--- src/rtl/pipeline_types.sv ---
// Shared pipeline types: request edge pairs and the signal_driver FSM state set.
package pipeline_types;

    typedef struct packed {
        logic rising;
        logic falling;
    } edges_t;

    // Bit 1 of the encoding is the output level, bit 0 marks a hold window.
    typedef enum logic [1:0] {
        LOW_STABLE  = 2'b00,
        LOW_HOLD    = 2'b01,
        HIGH_STABLE = 2'b10,
        HIGH_HOLD   = 2'b11
    } driver_state_t;

    localparam driver_state_t DRIVER_STATE_RESET = LOW_STABLE;

    function automatic driver_state_t driver_reset_state(input logic level);
        return level ? HIGH_STABLE : DRIVER_STATE_RESET;
    endfunction

endpackage

--- src/rtl/hold_timer.sv ---
// Minimum-hold countdown: loads MIN_HOLD_CYCLES-1, decrements to zero and then stays there.
module hold_timer #(
    parameter int MIN_HOLD_CYCLES = 5
) (
    input  logic i_clk,
    input  logic i_reset_n,
    input  logic i_load,
    output logic o_zero
);

    localparam int CW = $clog2(MIN_HOLD_CYCLES);
    localparam logic [CW-1:0] LOAD_VAL = CW'(MIN_HOLD_CYCLES - 1);

    logic [CW-1:0] count;

    always_ff @(posedge i_clk or negedge i_reset_n) begin
        if (!i_reset_n) begin
            count <= '0;
        end else if (i_load) begin
            count <= LOAD_VAL;
        end else if (count != '0) begin
            count <= count - CW'(1);
        end
    end

    assign o_zero = (count == '0);

endmodule

--- src/rtl/signal_driver.sv ---
// Glitch-free level driver with a minimum hold per level and illegal-request reporting.
// Optional feature macro: SIGNAL_DRIVER_PENDING_EN (one-deep pending request during holds).
module signal_driver
    import pipeline_types::*;
#(
    parameter int   MIN_HOLD_CYCLES = 5,
    parameter logic RESET_LEVEL     = 1'b0
) (
    input  logic   i_clk,
    input  logic   i_reset_n,
    input  edges_t i_edges,
    output logic   o_signal,
    output logic   o_busy,
    output logic   o_dropped
);

    driver_state_t state;
    driver_state_t state_next;
    logic          sig_next;
    logic          drop_next;
    logic          load;
    logic          timer_zero;
    logic          conflict;
    logic          opposite;
    logic          same;

`ifdef SIGNAL_DRIVER_PENDING_EN
    logic pending;
    logic pending_next;
`endif

    assign conflict = i_edges.rising & i_edges.falling;
    assign opposite = o_signal ? (i_edges.falling & ~i_edges.rising)
                               : (i_edges.rising & ~i_edges.falling);
    assign same     = o_signal ? (i_edges.rising & ~i_edges.falling)
                               : (i_edges.falling & ~i_edges.rising);

    always_comb begin
        state_next = state;
        sig_next   = o_signal;
        drop_next  = conflict;
        load       = 1'b0;
`ifdef SIGNAL_DRIVER_PENDING_EN
        pending_next = pending;
`endif
        case (state)
            LOW_STABLE, HIGH_STABLE: begin
                if (opposite) begin
                    state_next = o_signal ? LOW_HOLD : HIGH_HOLD;
                    sig_next   = ~o_signal;
                    load       = 1'b1;
                end
            end
            LOW_HOLD, HIGH_HOLD: begin
`ifdef SIGNAL_DRIVER_PENDING_EN
                // A request arriving on the expiry cycle is merged before the decision.
                if (opposite) begin
                    pending_next = 1'b1;
                end else if (same) begin
                    pending_next = 1'b0;
                end
                if (timer_zero) begin
                    if (pending_next) begin
                        state_next = (state == LOW_HOLD) ? HIGH_HOLD : LOW_HOLD;
                        sig_next   = ~o_signal;
                        load       = 1'b1;
                    end else begin
                        state_next = (state == LOW_HOLD) ? LOW_STABLE : HIGH_STABLE;
                    end
                    pending_next = 1'b0;
                end
`else
                drop_next = conflict | opposite;
                if (timer_zero) begin
                    state_next = (state == LOW_HOLD) ? LOW_STABLE : HIGH_STABLE;
                end
`endif
            end
            default: begin
                state_next = driver_reset_state(RESET_LEVEL);
            end
        endcase
    end

    always_ff @(posedge i_clk or negedge i_reset_n) begin
        if (!i_reset_n) begin
            state     <= driver_reset_state(RESET_LEVEL);
            o_signal  <= RESET_LEVEL;
            o_dropped <= 1'b0;
        end else begin
            state     <= state_next;
            o_signal  <= sig_next;
            o_dropped <= drop_next;
        end
    end

`ifdef SIGNAL_DRIVER_PENDING_EN
    always_ff @(posedge i_clk or negedge i_reset_n) begin
        if (!i_reset_n) begin
            pending <= 1'b0;
        end else begin
            pending <= pending_next;
        end
    end
`endif

    assign o_busy = (state == LOW_HOLD) || (state == HIGH_HOLD);

    hold_timer #(
        .MIN_HOLD_CYCLES(MIN_HOLD_CYCLES)
    ) u_hold_timer (
        .i_clk    (i_clk),
        .i_reset_n(i_reset_n),
        .i_load   (load),
        .o_zero   (timer_zero)
    );

endmodule

--- config.mk ---
export PLATFORM = sky130hd
export DESIGN_NAME = signal_driver
export DESIGN_NICKNAME = d
export VERILOG_FILES = /design/src/rtl/pipeline_types.sv /design/src/rtl/hold_timer.sv /design/src/rtl/signal_driver.sv
export SDC_FILE = /design/constraint.sdc
export NUM_CORES = 1
export LEC_CHECK = 0
export ABC_CLOCK_PERIOD_IN_PS = 2050
export CORE_AREA = 10 10 47 49
export CTS_CLUSTER_SIZE = 10
export DETAILED_ROUTE_END_ITERATION = 12
export DIE_AREA = 0 0 57 59
export GPL_ROUTABILITY_DRIVEN = 0
export PLACE_DENSITY = 0.53
export SYNTH_ARGS = -nofsm -noshare
export SYNTH_HDL_FRONTEND = slang
export SYNTH_HIERARCHICAL = 1
export SYNTH_SLANG_ARGS = --single-unit
--- constraint.sdc ---
create_clock -name i_clk -period 2.05 [get_ports i_clk]
set_clock_uncertainty 0.05 [all_clocks]
set_input_delay 0.41 -clock i_clk [delete_from_list [all_inputs] [get_ports i_clk]]
set_output_delay 0.41 -clock i_clk [all_outputs]
set_load 0.005 [all_outputs]
==> metrics.cfg, run 1 <==
[run_status]
outcome = complete, no violations

[floorplanning]
die_x_um = 57
die_area_mm2 = 0.003363
start_util_pct = 24.82
pin_count = 7
core_area_mm2 = 0.001401
rows = 14
die_h_um = 59

[worst_setup_path]
worst-path-buf-inv = 1
timing.reg2reg.setup_slack_ns = 0.45
worstPathCellList = clkdlybuf4s50_1 -> or4b_4 -> nand2_1 -> nor2b_1 -> mux2_4
critPathRequiredTime_ns = 2.12
slowest_stage = clkdlybuf4s50_1
r2r_end = u_hold_timer/count[0]
max_stage_delay_ns = 0.49
path_delay_family = simple AND/OR/NAND/NOR gates
crit_path_max_fanout = 4
rr_startpoint = state[0]
critPathLaunchType = input port
crit_type = in -> reg
cp.arrival_ns = 1.82
worstRegToRegCells = 4
critPathCaptureType = flip-flop

[routing]
viasPerCell = 4.579
ant_nets = 0
drc = 0
drt-total-wl_um = 744
drt-initial-drc-count = 2
dr.pass1.iters = 4
wire_per_inst_um = 13.05
vias = 261

[clock_network]
hold_buffers = 0
cts.sinks = 6
cts.path.max_buffers = 2
cts_root_buf = clkbuf_4
cts_tree = yes
cts-buffers-inserted = 3
insertion_delay_ns = 0.24
htree_levels = 1
cts_resized = 0
postCtsSetupBuffers = 0
clk_pin_slew_ns = 0.05

[sta]
setup_viol = 0
finalSetupTns_ns = 0
rsz0062_at_grt = no
worstMarginPinSlew_ns = 0.3010
slew_headroom_pct = 79.87
finalMaxSlewViolations = 0
hold_viol = 0
fmax_mhz = 573.5
period_minus_slack_ns = 1.744
fin_crit_sh_pct = 85.06

[cells_and_area]
multi_input_area_um2 = 185.2
final_cell_mix = clkdlybuf4s50_1, dfrtp_1, clkbuf_4, buf_4
area_growth_pct = 34.53
final.fill_count = 160
fin_util_pct = 33.39
instances_no_fill = 57
final-seq-area_um2 = 150.1
final_cell_area_um2 = 467.9
finish.net_count = 49
drive_gt1_share_pct = 24.39
antenna_cells = 0

[placement]
placed_cells = 54
port_buffers = 6
dpl_cell_area_um2 = 445.4
place_hpwl_um = 600

[synthesis]
synth-adder-area-share_pct = 7.194
synthCells = 30
synth_area_leaders = dfrtp_1, ha_1, nand4bb_1
yosysWarnings = 6
synth_top_family_by_area = simple AND/OR/NAND/NOR gates
synth_compound_area_share_pct = 11.87
mappedNetlistArea_um2 = 347.8
syn_area_per_cell_um2 = 11.59
synthXorXnorAreaFrac_pct = 0
synth_mux_area_share_pct = 7.554
synthSimpleGateAreaFrac_pct = 26.62
yosys.area.top_type = dfrtp_1
yosysTopAreaCellShare_pct = 43.17
ys_ff_latch = 6
yosysSeqAreaShare_pct = 43.17
syn_nets = 36
synth.distinct_cells = 19

[global_route]
grt_pass1_vias = 315
met2_usage_pct = 7.752
grt_max_degree = 8
grt_use_met1_pct = 5.006
grt_pass1_wl_um = 1338
overflow = 0
grt_use_total_pct = 5.063
antenna_found_initial = 0
met3_usage_pct = 3.433
grt.busiest_layer = met2

[pwr]
power_density_mw_per_mm2 = 1404
vdd_drop_max_v = 0.0004561
leakage_nw = 0.2165

[worst_hold_path]
min_path_type = in -> async

[run]
cap_violations = 0

## cell usage after synthesis (all sizes together)
master   number
a211o         1
a22o          2
buf           1
dfrtp         6
ha            2
inv           2
mux2          2
nand2         1
nand2b        1
nand3         1
nand4bb       2
nor2          2
nor2b         3
o21bai        1
o31ai         1
or2b          1
or4b          1
## routing by layer
layer,share of wire (%),up-vias
met3,10,0
met4,0,0
li1,-,128
met1,43,126
met5,0,-
met2,47,7
## final cells by class
type                            count  area share (%)
Sequential cell                     6           32.09
Tap cell                           16           4.278
Clock buffer                        3           4.813
Multi-Input combinational cell     21           39.57
Inverter                            2           1.604
Timing Repair Buffer                9           17.65
## kinds of logic after synthesis
family                   after synthesis
flip-flops                             6
multiplexers                           2
AO/OA/AOI/OAI                          5
adder cells (fa/ha/maj)                2
AND/OR/NAND/NOR                       12
buffers and inverters                  3
## metrics by stage
step / power (mW) / setup slack, ns / hold WS [ns]
floorplan: 0.4428 / 0.5189 / 0.06441
global placement: 0.5310 / 0.09073 / 0.4779
detailed placement: 0.5541 / 0.05338 / 0.5055
CTS: 0.6729 / 0.3003 / 0.3706
global route: 0.7276 / 0.2388 / 0.3829
finish: 0.6571 / 0.3063 / 0.3722
## state kept, by name, summed over array words and instances (netlist names)
signal / flops
o_dropped: 1
o_signal: 1
u_hold_timer/count: 3
state: 1
## how the worst max path moves through the flow
| stage | start | to | slack [ns] | depth (start not counted) |
|---|---|---|---|---|
| 6_report | i_edges[1] | u_hold_timer/count[0] | 0.31 | 5 |
| 4_1_cts | i_edges[1] | u_hold_timer/count[0] | 0.30 | 5 |
| 5_1_grt | i_edges[1] | u_hold_timer/count[0] | 0.24 | 5 |
| 2_1_floorplan | o_signal | u_hold_timer/count[0] | 0.52 | 4 |
| 3_5_place_dp | i_edges[1] | u_hold_timer/count[0] | 0.05 | 5 |
| 3_3_place_gp | i_edges[1] | u_hold_timer/count[0] | 0.09 | 5 |
## report_power, final
part           internal [mW]  switching, mW
clock network         0.0662         0.0416
logic                  0.200          0.117
registers              0.177         0.0559
total                  0.443          0.214
Note: power is estimated with default switching activity, not from simulation.
==> inputs of run 2 (changes only) <==
--- a/config.mk
+++ b/config.mk
@@ -6,6 +6,7 @@
 export NUM_CORES = 1
 export LEC_CHECK = 0
 export ABC_CLOCK_PERIOD_IN_PS = 2050
+export CAP_MARGIN = 10
 export CORE_AREA = 10 10 47 49
 export CTS_CLUSTER_SIZE = 10
 export DETAILED_ROUTE_END_ITERATION = 12
==> results of run 2 <==
No change in the layout: final DEF, timing and power equal those of run 1.
==> inputs of run 3 (changes only) <==
==> constraint.sdc (replaced) <==
create_clock -name i_clk -period 2.05 [get_ports i_clk]
set_clock_uncertainty 0.05 [all_clocks]
set_input_delay 0.41 -clock i_clk [delete_from_list [all_inputs] [get_ports i_clk]]
set_output_delay 0.41 -clock i_clk [all_outputs]
set_load 0.05 [all_outputs]
==> run 3 against run 2 <==
  * Cell count is the same
  * Utilization down 0.36 points
  * Sequential share of layout area increased by 0.35 points
  * Critical path depth fell by 4
  * Combinational power up 23%
  * Clock power about the same
  * Sequential power up 2%
  * Maximum frequency fell by 5.3%
  * Power grew 12%
  * Non-clock buffer count unchanged
  * Critical path type is now reg -> out
==> metrics.cfg, run 3 (synthesis gave the netlist of run 1 again) <==
[run_status]
outcome = complete, no violations

[cells_and_area]
top_register = u_hold_timer/count
instances_no_fill = 57  ; unchanged
final_common_cell = dfrtp_1
drive_gt1_share_pct = 29.27  ; +4.9 points
final-seq-area_um2 = 150.1  ; unchanged
largest_reg_flops = 3  ; unchanged
area_growth_pct = 33.09
final_cell_area_um2 = 462.9  ; -1.1%
final.fill_count = 148  ; -7.5%
antenna_cells = 0  ; unchanged
multi_input_area_um2 = 185.2  ; unchanged
finish.net_count = 49  ; unchanged
final_cell_mix = dfrtp_1, buf_4, clkdlybuf4s50_1, clkbuf_4

[clock_network]
hold_buffers = 0  ; unchanged
cts-buffers-inserted = 3  ; unchanged
cts_resized = 0  ; unchanged
htree_levels = 1  ; unchanged
clk_pin_slew_ns = 0.05  ; about the same
cts_root_buf = clkbuf_4
postCtsSetupBuffers = 0  ; unchanged
cts.path.max_buffers = 2  ; unchanged
insertion_delay_ns = 0.24  ; about the same
cts.sinks = 6  ; unchanged
cts_tree = yes

[worst_setup_path]
max_stage_delay_ns = 0.81  ; +0.32 ns
slowest_stage = clkdlybuf4s50_1
cp.arrival_ns = 1.38  ; -0.44 ns
critPathLaunchType = flip-flop
path_delay_family = buffers and inverters
crit_type = reg -> out
worst-path-buf-inv = 1  ; unchanged
worstPathCellList = clkdlybuf4s50_1
crit_path_max_fanout = 1  ; -3
critPathRequiredTime_ns = 1.59  ; -0.53 ns
critPathCaptureType = output pin

[global_route]
overflow = 0  ; unchanged
grt_max_degree = 8  ; unchanged
antenna_found_initial = 0  ; unchanged
grt_pass1_wl_um = 1276  ; -4.6%
grt_use_total_pct = 5.065  ; about the same
grt_pass1_vias = 277  ; -12%

[sta]
fin_ws_ns = 0.2092  ; -0.09702 ns
slew_headroom_pct = 66.30  ; -14 points
worstMarginPinSlew_ns = 0.5040  ; +0.2029 ns
finalSetupTns_ns = 0  ; unchanged
hold_viol = 0  ; unchanged
fmax_mhz = 543.3  ; -5.3%
fin_crit_sh_pct = 89.79  ; +4.7 points
period_minus_slack_ns = 1.841  ; +0.09702 ns
rsz0062_at_grt = no
finalMaxSlewViolations = 0  ; unchanged
setup_viol = 0  ; unchanged

[pwr]
leakage_nw = 0.2179  ; +0.61%
vdd_drop_max_v = 0.0006572  ; +44%
p_total_mw = 0.7337  ; +12%
power_density_mw_per_mm2 = 1585  ; +13%

[floorplanning]
die_area_mm2 = 0.003363  ; unchanged
start_util_pct = 24.82  ; unchanged
core_area_mm2 = 0.001401  ; unchanged
die_h_um = 59  ; unchanged
pin_count = 7  ; unchanged
die_x_um = 57  ; unchanged
rows = 14  ; unchanged

[placement]
port_buffers = 6  ; unchanged
dp_worst_setup_slack_ns = 0.07866  ; +0.02528 ns
dpl_cell_area_um2 = 440.4  ; -1.1%
placed_cells = 54  ; unchanged
place_hpwl_um = 591.9  ; -1.4%

[routing]
drt-initial-drc-count = 0  ; -2
vias = 262  ; +0.38%
dr.pass1.iters = 1  ; -3
viasPerCell = 4.596  ; +0.38%
drt-total-wl_um = 725  ; -2.6%
drc = 0  ; unchanged
ant_nets = 0  ; unchanged
wire_per_inst_um = 12.72  ; -2.6%

[worst_hold_path]
min_path_type = in -> async

[run]
cap_violations = 0  ; unchanged

[run 3: cell types whose count changed in the layout (fill, tap and decap cells not counted)]
cell / before / now
buf_4: 3 / 5
clkdlybuf4s50_1: 6 / 4
[run 3: worst paths after layout]
path	startpoint	depth (start not counted)	slack (ns)	to
min	i_reset_n	1	0.37	state[0]
min reg2reg	u_hold_timer/count[1]	2	0.54	u_hold_timer/count[1]
min in group i_clk	u_hold_timer/count[1]	2	0.54	u_hold_timer/count[1]
max in group asynchronous	i_reset_n	1	1.35	u_hold_timer/count[2]
max	o_dropped	1	0.21	o_dropped
max reg2reg	state[0]	4	0.44	u_hold_timer/count[0]
[run 3: report_power, final]
| part | leakage, nW | internal [mW] | total, mW | switching, mW |
|---|---|---|---|---|
| registers | 0.0700 | 0.177 | 0.237 | 0.0604 |
| logic | 0.134 | 0.191 | 0.390 | 0.199 |
| clock network | 0.0138 | 0.0661 | 0.107 | 0.0407 |
[run 3: area by class of cell]
class	count	share of cell area, %
clock buffer	3	4.865
sequential	6	32.43
timing repair buffer	9	16.76
multi-input combinational	21	40.00
tap	16	4.324
inverter	2	1.622
[run 3: through the flow]
step / hold slack [ns] / util [%]
3_3_place_gp: 0.4785 / 31.43
5_1_grt: 0.3843 / 33.04
2_1_floorplan: 0.06441 / -
4_1_cts: 0.3789 / 33.04
6_report: 0.3724 / 33.04
3_5_place_dp: 0.5332 / 31.43
[run 3: routing by layer]
metal	routed length (um)	track usage, %
met5	0	0
met3	51	2.790
met1	351	5.370
met4	12	4.027
met2	308	7.287
